<file path="src/rtl/mem_bus_arbiter_pkg.sv">
// Shared constants for the memory-bus arbiter: bus widths, port IDs and FSM state encoding.
package mem_bus_arbiter_pkg;

    localparam int unsigned ADDR_W = 27;
    localparam int unsigned DATA_W = 32;

    localparam logic PORT_IF = 1'b0;
    localparam logic PORT_D  = 1'b1;

    typedef enum logic [1:0] {
        IDLE,
        WAIT_BUSY,
        WAIT_DONE,
        RESPOND
    } arb_state_t;

endpackage

</file>
<file path="src/rtl/mem_bus_arbiter_if.sv">
// Fetch port, data port and memory-unit signals of the arbiter in one bundle.
interface mem_bus_arbiter_if;
    import mem_bus_arbiter_pkg::*;

    logic              if_req;
    logic [ADDR_W-1:0] if_addr;
    logic              if_ack;
    logic [DATA_W-1:0] if_q;

    logic              d_req;
    logic [ADDR_W-1:0] d_addr;
    logic [DATA_W-1:0] d_data;
    logic              d_we;
    logic              d_ack;
    logic [DATA_W-1:0] d_q;

    logic [ADDR_W-1:0] mu_address;
    logic [DATA_W-1:0] mu_data;
    logic              mu_we;
    logic              mu_start;
    logic              mu_busy;
    logic [DATA_W-1:0] mu_q;
    logic              mu_initDone;

    logic              bus_error;

    // master: the arbiter itself; slave: requesters plus memory unit
    modport master (
        input  if_req, if_addr, d_req, d_addr, d_data, d_we,
        input  mu_busy, mu_q, mu_initDone,
        output if_ack, if_q, d_ack, d_q,
        output mu_address, mu_data, mu_we, mu_start, bus_error
    );

    modport slave (
        output if_req, if_addr, d_req, d_addr, d_data, d_we,
        output mu_busy, mu_q, mu_initDone,
        input  if_ack, if_q, d_ack, d_q,
        input  mu_address, mu_data, mu_we, mu_start, bus_error
    );

endinterface

</file>
<file path="src/rtl/mem_bus_arbiter.sv">
// Two-port (fetch/data) arbiter in front of a single memory unit, with per-access timeout.
module mem_bus_arbiter
    import mem_bus_arbiter_pkg::*;
#(
    parameter int unsigned DATA_PRIORITY = 0,
    parameter int unsigned TIMEOUT       = 4095
) (
    input  logic               clk,
    input  logic               reset,
    mem_bus_arbiter_if.master  bus
);

    localparam int unsigned CNT_W =
        ($clog2(TIMEOUT + 1) > 12) ? $clog2(TIMEOUT + 1) : 12;
    localparam logic [CNT_W-1:0] TO_LAST = CNT_W'(TIMEOUT) - CNT_W'(1);

    arb_state_t        r_state;
    logic              r_owner;
    logic              r_last;
    logic [CNT_W-1:0]  r_cnt;
    logic [ADDR_W-1:0] r_mu_address;
    logic [DATA_W-1:0] r_mu_data;
    logic              r_mu_we;
    logic              r_mu_start;
    logic              r_if_ack;
    logic              r_d_ack;
    logic [DATA_W-1:0] r_if_q;
    logic [DATA_W-1:0] r_d_q;
    logic              r_bus_error;

    logic              w_any_req;
    logic              w_grant_port;
    logic              w_timeout;
    logic              w_finish;
    logic [DATA_W-1:0] w_resp_q;

    function automatic logic pick_port(input logic req_if, input logic req_d, input logic last);
        logic port;
        if (req_if && req_d) begin
            if (DATA_PRIORITY != 0) port = PORT_D;
            else                    port = ~last;
        end else begin
            port = req_d ? PORT_D : PORT_IF;
        end
        return port;
    endfunction

    assign w_any_req    = bus.if_req | bus.d_req;
    assign w_grant_port = pick_port(bus.if_req, bus.d_req, r_last);
    assign w_timeout    = (TIMEOUT != 0) && (r_cnt == TO_LAST);
    // Timeout overrides a completion arriving on the same cycle
    assign w_finish     = w_timeout || ((r_state == WAIT_DONE) && !bus.mu_busy);
    assign w_resp_q     = w_timeout ? '0 : bus.mu_q;

    always_ff @(posedge clk) begin
        if (reset) begin
            r_state      <= IDLE;
            r_owner      <= PORT_IF;
            r_last       <= PORT_D;
            r_cnt        <= '0;
            r_mu_address <= '0;
            r_mu_data    <= '0;
            r_mu_we      <= 1'b0;
            r_mu_start   <= 1'b0;
            r_if_ack     <= 1'b0;
            r_d_ack      <= 1'b0;
            r_if_q       <= '0;
            r_d_q        <= '0;
            r_bus_error  <= 1'b0;
        end else begin
            r_if_ack    <= 1'b0;
            r_d_ack     <= 1'b0;
            r_bus_error <= 1'b0;
            unique case (r_state)
                IDLE: begin
                    if (bus.mu_initDone && w_any_req) begin
                        r_owner    <= w_grant_port;
                        r_last     <= w_grant_port;
                        r_cnt      <= '0;
                        r_mu_start <= 1'b1;
                        r_state    <= WAIT_BUSY;
                        if (w_grant_port == PORT_D) begin
                            r_mu_address <= bus.d_addr;
                            r_mu_data    <= bus.d_data;
                            r_mu_we      <= bus.d_we;
                        end else begin
                            r_mu_address <= bus.if_addr;
                            r_mu_data    <= '0;
                            r_mu_we      <= 1'b0;
                        end
                    end
                end
                WAIT_BUSY, WAIT_DONE: begin
                    r_cnt <= r_cnt + 1'b1;
                    if (w_finish) begin
                        r_state     <= RESPOND;
                        r_mu_start  <= 1'b0;
                        r_bus_error <= w_timeout;
                        r_if_ack    <= (r_owner == PORT_IF);
                        r_d_ack     <= (r_owner == PORT_D);
                        if (r_owner == PORT_D) r_d_q  <= w_resp_q;
                        else                   r_if_q <= w_resp_q;
                    end else if ((r_state == WAIT_BUSY) && bus.mu_busy) begin
                        r_state <= WAIT_DONE;
                    end
                end
                RESPOND: begin
                    r_state <= IDLE;
                end
            endcase
        end
    end

    assign bus.mu_address = r_mu_address;
    assign bus.mu_data    = r_mu_data;
    assign bus.mu_we      = r_mu_we;
    assign bus.mu_start   = r_mu_start;
    assign bus.if_ack     = r_if_ack;
    assign bus.if_q       = r_if_q;
    assign bus.d_ack      = r_d_ack;
    assign bus.d_q        = r_d_q;
    assign bus.bus_error  = r_bus_error;

endmodule

</file>
<file path="src/flat_wrapper.sv">
// flat-port wrapper written by rule: the top's interface ports become plain ports
module mem_bus_arbiter_flat import mem_bus_arbiter_pkg::*;
#(
    parameter int unsigned DATA_PRIORITY = 0,
    parameter int unsigned TIMEOUT       = 4095
)
  (clk, reset, bus_if_req, bus_if_addr, bus_d_req, bus_d_addr, bus_d_data, bus_d_we, bus_mu_busy, bus_mu_q, bus_mu_initDone, bus_if_ack, bus_if_q, bus_d_ack, bus_d_q, bus_mu_address, bus_mu_data, bus_mu_we, bus_mu_start, bus_bus_error);
  mem_bus_arbiter_if bus_i ();
  input  logic clk;
  input  logic reset;
  input wire logic [$bits(bus_i.if_req)-1:0] bus_if_req;
  input wire logic [$bits(bus_i.if_addr)-1:0] bus_if_addr;
  input wire logic [$bits(bus_i.d_req)-1:0] bus_d_req;
  input wire logic [$bits(bus_i.d_addr)-1:0] bus_d_addr;
  input wire logic [$bits(bus_i.d_data)-1:0] bus_d_data;
  input wire logic [$bits(bus_i.d_we)-1:0] bus_d_we;
  input wire logic [$bits(bus_i.mu_busy)-1:0] bus_mu_busy;
  input wire logic [$bits(bus_i.mu_q)-1:0] bus_mu_q;
  input wire logic [$bits(bus_i.mu_initDone)-1:0] bus_mu_initDone;
  output wire logic [$bits(bus_i.if_ack)-1:0] bus_if_ack;
  output wire logic [$bits(bus_i.if_q)-1:0] bus_if_q;
  output wire logic [$bits(bus_i.d_ack)-1:0] bus_d_ack;
  output wire logic [$bits(bus_i.d_q)-1:0] bus_d_q;
  output wire logic [$bits(bus_i.mu_address)-1:0] bus_mu_address;
  output wire logic [$bits(bus_i.mu_data)-1:0] bus_mu_data;
  output wire logic [$bits(bus_i.mu_we)-1:0] bus_mu_we;
  output wire logic [$bits(bus_i.mu_start)-1:0] bus_mu_start;
  output wire logic [$bits(bus_i.bus_error)-1:0] bus_bus_error;
  assign bus_i.if_req = bus_if_req;
  assign bus_i.if_addr = bus_if_addr;
  assign bus_i.d_req = bus_d_req;
  assign bus_i.d_addr = bus_d_addr;
  assign bus_i.d_data = bus_d_data;
  assign bus_i.d_we = bus_d_we;
  assign bus_i.mu_busy = bus_mu_busy;
  assign bus_i.mu_q = bus_mu_q;
  assign bus_i.mu_initDone = bus_mu_initDone;
  assign bus_if_ack = bus_i.if_ack;
  assign bus_if_q = bus_i.if_q;
  assign bus_d_ack = bus_i.d_ack;
  assign bus_d_q = bus_i.d_q;
  assign bus_mu_address = bus_i.mu_address;
  assign bus_mu_data = bus_i.mu_data;
  assign bus_mu_we = bus_i.mu_we;
  assign bus_mu_start = bus_i.mu_start;
  assign bus_bus_error = bus_i.bus_error;
  mem_bus_arbiter #(.DATA_PRIORITY(DATA_PRIORITY), .TIMEOUT(TIMEOUT)) u_core (.clk(clk), .reset(reset), .bus(bus_i));
endmodule
</file>
<file path="config.mk">
export PLATFORM = sky130hd
export DESIGN_NAME = mem_bus_arbiter_flat
export DESIGN_NICKNAME = d
export VERILOG_FILES = /design/src/rtl/mem_bus_arbiter_pkg.sv /design/src/rtl/mem_bus_arbiter_if.sv /design/src/rtl/mem_bus_arbiter.sv /design/src/flat_wrapper.sv
export SDC_FILE = /design/constraint.sdc
export NUM_CORES = 1
export LEC_CHECK = 0
export CORE_ASPECT_RATIO = 1.2
export CORE_MARGIN = 8
export CORE_UTILIZATION = 43
export CTS_BUF_LIST = sky130_fd_sc_hd__clkbuf_16
export CTS_CLUSTER_SIZE = 12
export DETAILED_ROUTE_END_ITERATION = 10
export PLACE_DENSITY_LB_ADDON = 0.25
export SLEW_MARGIN = 20
export SYNTH_ARGS = -nofsm -noshare
export SYNTH_HDL_FRONTEND = slang
export SYNTH_SLANG_ARGS = --single-unit
</file>
<file path="constraint.sdc">
create_clock -name clk -period 2.16 [get_ports clk]
set_input_delay 0.216 -clock clk [delete_from_list [all_inputs] [get_ports clk]]
set_output_delay 0.216 -clock clk [all_outputs]
set_load 0.05 [all_outputs]
</file>
==> flow_metrics.tcl <==
set metrics [dict create \
    cts_tree "built" \
    p_per_area_nw_per_um2 946 \
    synth-main-ff-cell "dfxtp_1" \
    vias 6168 \
    final_nets 1035 \
    p_int_mw 5.36 \
    end_kind "register" \
    cts_buffer_depth 2 \
    fin_crit_sh_pct 92.4 \
    diodes 0 \
    seq_area_frac_synth_pct 48.1 \
    synthTopCellsByArea "dfxtp_1 (48%), a21oi_1 (8.8%), nand4_1 (6.9%)" \
    routed_wl_mm 20.1 \
    maxCapViolCount 0 \
    grt_max_degree 89 \
    synth.most_common_cell "dfxtp_1" \
    ys_async_sr_fraction_pct 0 \
    avgRoutedWirePerCell_um 18.5 \
    reg2reg_depth 7 \
    drtIter0Drc 606 \
    synth_cells 685 \
    status "complete, no violations" \
    nFillCells 1132 \
    numClockSinks 144 \
    post_synth.cell_area_avg_um2 8.75 \
    ys_ff_latch 144 \
    yosys_warnings 0 \
    worstSetupPathType "reg -> reg" \
    clkTransAtPathRegs_ns 0.06 \
    io_pins 253 \
    switching_power_mw 3.28 \
    yosys-top-cells-count "dfxtp_1 (144), a21oi_1 (106), nand4_1 (66)" \
    cts_setup_buffers 0 \
    grt_pass1_vias 6188 \
    clkLatencyLatePin_ns 0.41 \
    required_ns 2.51 \
    rsz0062_at_grt "no" \
    slew_headroom_pct 56.0 \
    register_area_um2 2880 \
    firstDrtPassIters 5 \
    final.min_clock_period_ns 2.00 \
    overflow 0 \
    hold_viol 0 \
    syn-num-nets 817 \
    yosysUniqueCellTypes 38 \
    p_leak_nw 3.04 \
    hpwl_mm 14.5 \
    clkPwrFrac_pct 31.7 \
    hold_path_depth 2 \
    worstPathArrival_ns 2.34 \
    grt_use_total_pct 21.9 \
    fmax_ghz 0.501 \
    finalSetupTns_ns 0 \
    multi_input_area_um2 2730 \
    clock_skew_ns 0.00987 \
    rows 47 \
    synth_area_um2 6000 \
    hp-class "in -> reg" \
    port_buffers 252 \
    ant_nets 0 \
    die_area_um2 18000 \
    start_util_pct 43.8 \
    start_kind "register" \
    setup_viol 0 \
    routabilityCongestion 0.821 \
    htreeDepth 4 \
    syn_to_final_growth_pct 52.4 \
    die_w_um 124 \
    cts-buffers-inserted 17 \
    synth_top_area_cell "dfxtp_1" \
    crit_fanout 10 \
    cts-root-buf "clkbuf_16" \
    worstMarginPinSlew_ns 0.659 \
    die_h_um 145 \
    drive_gt1_share_pct 6.22 \
    antenna_found_initial 0 \
    drc 0 \
    cts.repair.resized 0 \
    fin_util_pct 66.7 \
    hold_buffers 0 \
    irDropWorstVdd_mv 0.511 \
    p_sw_share_pct 38.0 \
    vias_per_cell 5.67 \
    drv_slew 0 \
    coreArea_um2 13700 \
    combPwrFrac_pct 33.3 \
    synth_edf_count 0 \
    grt_pass1_wl_mm 31.8 \
    p_seq_share_pct 35.0 \
    synthDominantCellAreaShare_pct 48.1 \
]
critical path, stage by stage (launching register included):
cell and delay (ns):
dfxtp_1 0.35, inv_1 0.10, ha_1 0.37, inv_1 0.15, o21ai_1 0.34, nand2_1 0.27, buf_4 0.23, nor2_1 0.11
cell type report:
cell class	count	area share, %
flip-flops and latches	144	31.5
multi-input cells	463	29.8
repair buffers	268	29.8
clock buffers	17	4.65
well taps	171	2.34
clock inverters	15	1.41
inverters	9	0.370
metal layers:
metal  GRT usage (%)  vias to the layer above  share of wire (%)
met5               0                        -                  0
met4            8.15                        0                2.2
met3            9.82                       27                 12
met2            36.1                      291                 48
met1            23.8                     2905                 38
li1                -                     2945                  -
logic make-up (layout without fill, tap and decap cells):
kind of cell,Yosys count,count (layout),synth area share [%]
multiplexers,30,30,5.01
AND/OR/NAND/NOR,202,202,17.3
adder cells (fa/ha/maj),7,7,1.46
AO/OA/AOI/OAI,219,219,20.6
flip-flops,144,144,48.1
buffers and inverters,78,309,6.84
XOR/XNOR,5,5,0.730
flip-flops by register name, summed over array words and instances, names as in the netlist, 2 cells and up:
signal / count
u_core.bus.if_q: 32
u_core.bus.mu_data: 32
u_core.bus.d_q: 32
u_core.r_state: 2
u_core.r_cnt: 12
u_core.bus.mu_address: 27
through the flow:
| stage | hold WS [ns] | area, um^2 | power (mW) | setup slack (ns) | instances |
|---|---|---|---|---|---|
| finish | 0.0618 | 9140 | 8.65 | 0.164 | 1087 |
| CTS | 0.0296 | 9140 | 8.69 | 0.166 | 1087 |
| global route | 0.0524 | 9140 | 9.04 | 0.0479 | 1087 |
| detailed placement | 0.442 | 8590 | 5.94 | 0.197 | 1055 |
| global placement | 0.437 | 8590 | 5.85 | 0.254 | 1055 |
| floorplan | 0.368 | 6000 | 4.88 | 0.356 | 685 |
power by group through the flow:
stage | registers [mW] | clock network [mW] | logic [mW]
global route | 3.06 | 2.91 | 3.07
CTS | 3.03 | 2.79 | 2.87
finish | 3.03 | 2.74 | 2.87
detailed placement | 3.08 | 0 | 2.86
global placement | 3.07 | 0 | 2.79
floorplan | 3.69 | 0 | 1.19
cell usage in the layout (no fill, tap or decap), types with 21 or more instances in the layout:
master | netlist | final
a211oi_1 | 31 | 31
a21oi_1 | 106 | 106
clkdlybuf4s50_1 | 0 | 251
dfxtp_1 | 144 | 144
mux2i_1 | 30 | 30
nand2_1 | 44 | 44
nand3_1 | 40 | 40
nand4_1 | 66 | 66
nor2_1 | 36 | 34
o21ai_0 | 46 | 46
o21ai_1 | 21 | 21
worst paths after layout:
kind	slack [ns]	endpoint	startpoint
setup / recovery	0.16	u_core.r_cnt[5]$_SDFFE_PP0P_	u_core.r_state[0]$_SDFFE_PP0P_
setup reg to reg	0.16	u_core.r_cnt[5]$_SDFFE_PP0P_	u_core.r_state[0]$_SDFFE_PP0P_
hold reg to reg	0.45	u_core.bus.mu_data[12]$_SDFFE_PP0P_	u_core.bus.mu_data[12]$_SDFFE_PP0P_
hold / removal	0.06	u_core.bus.mu_start$_SDFFE_PP0P_	reset
Note: power is estimated with default switching activity, not from simulation.
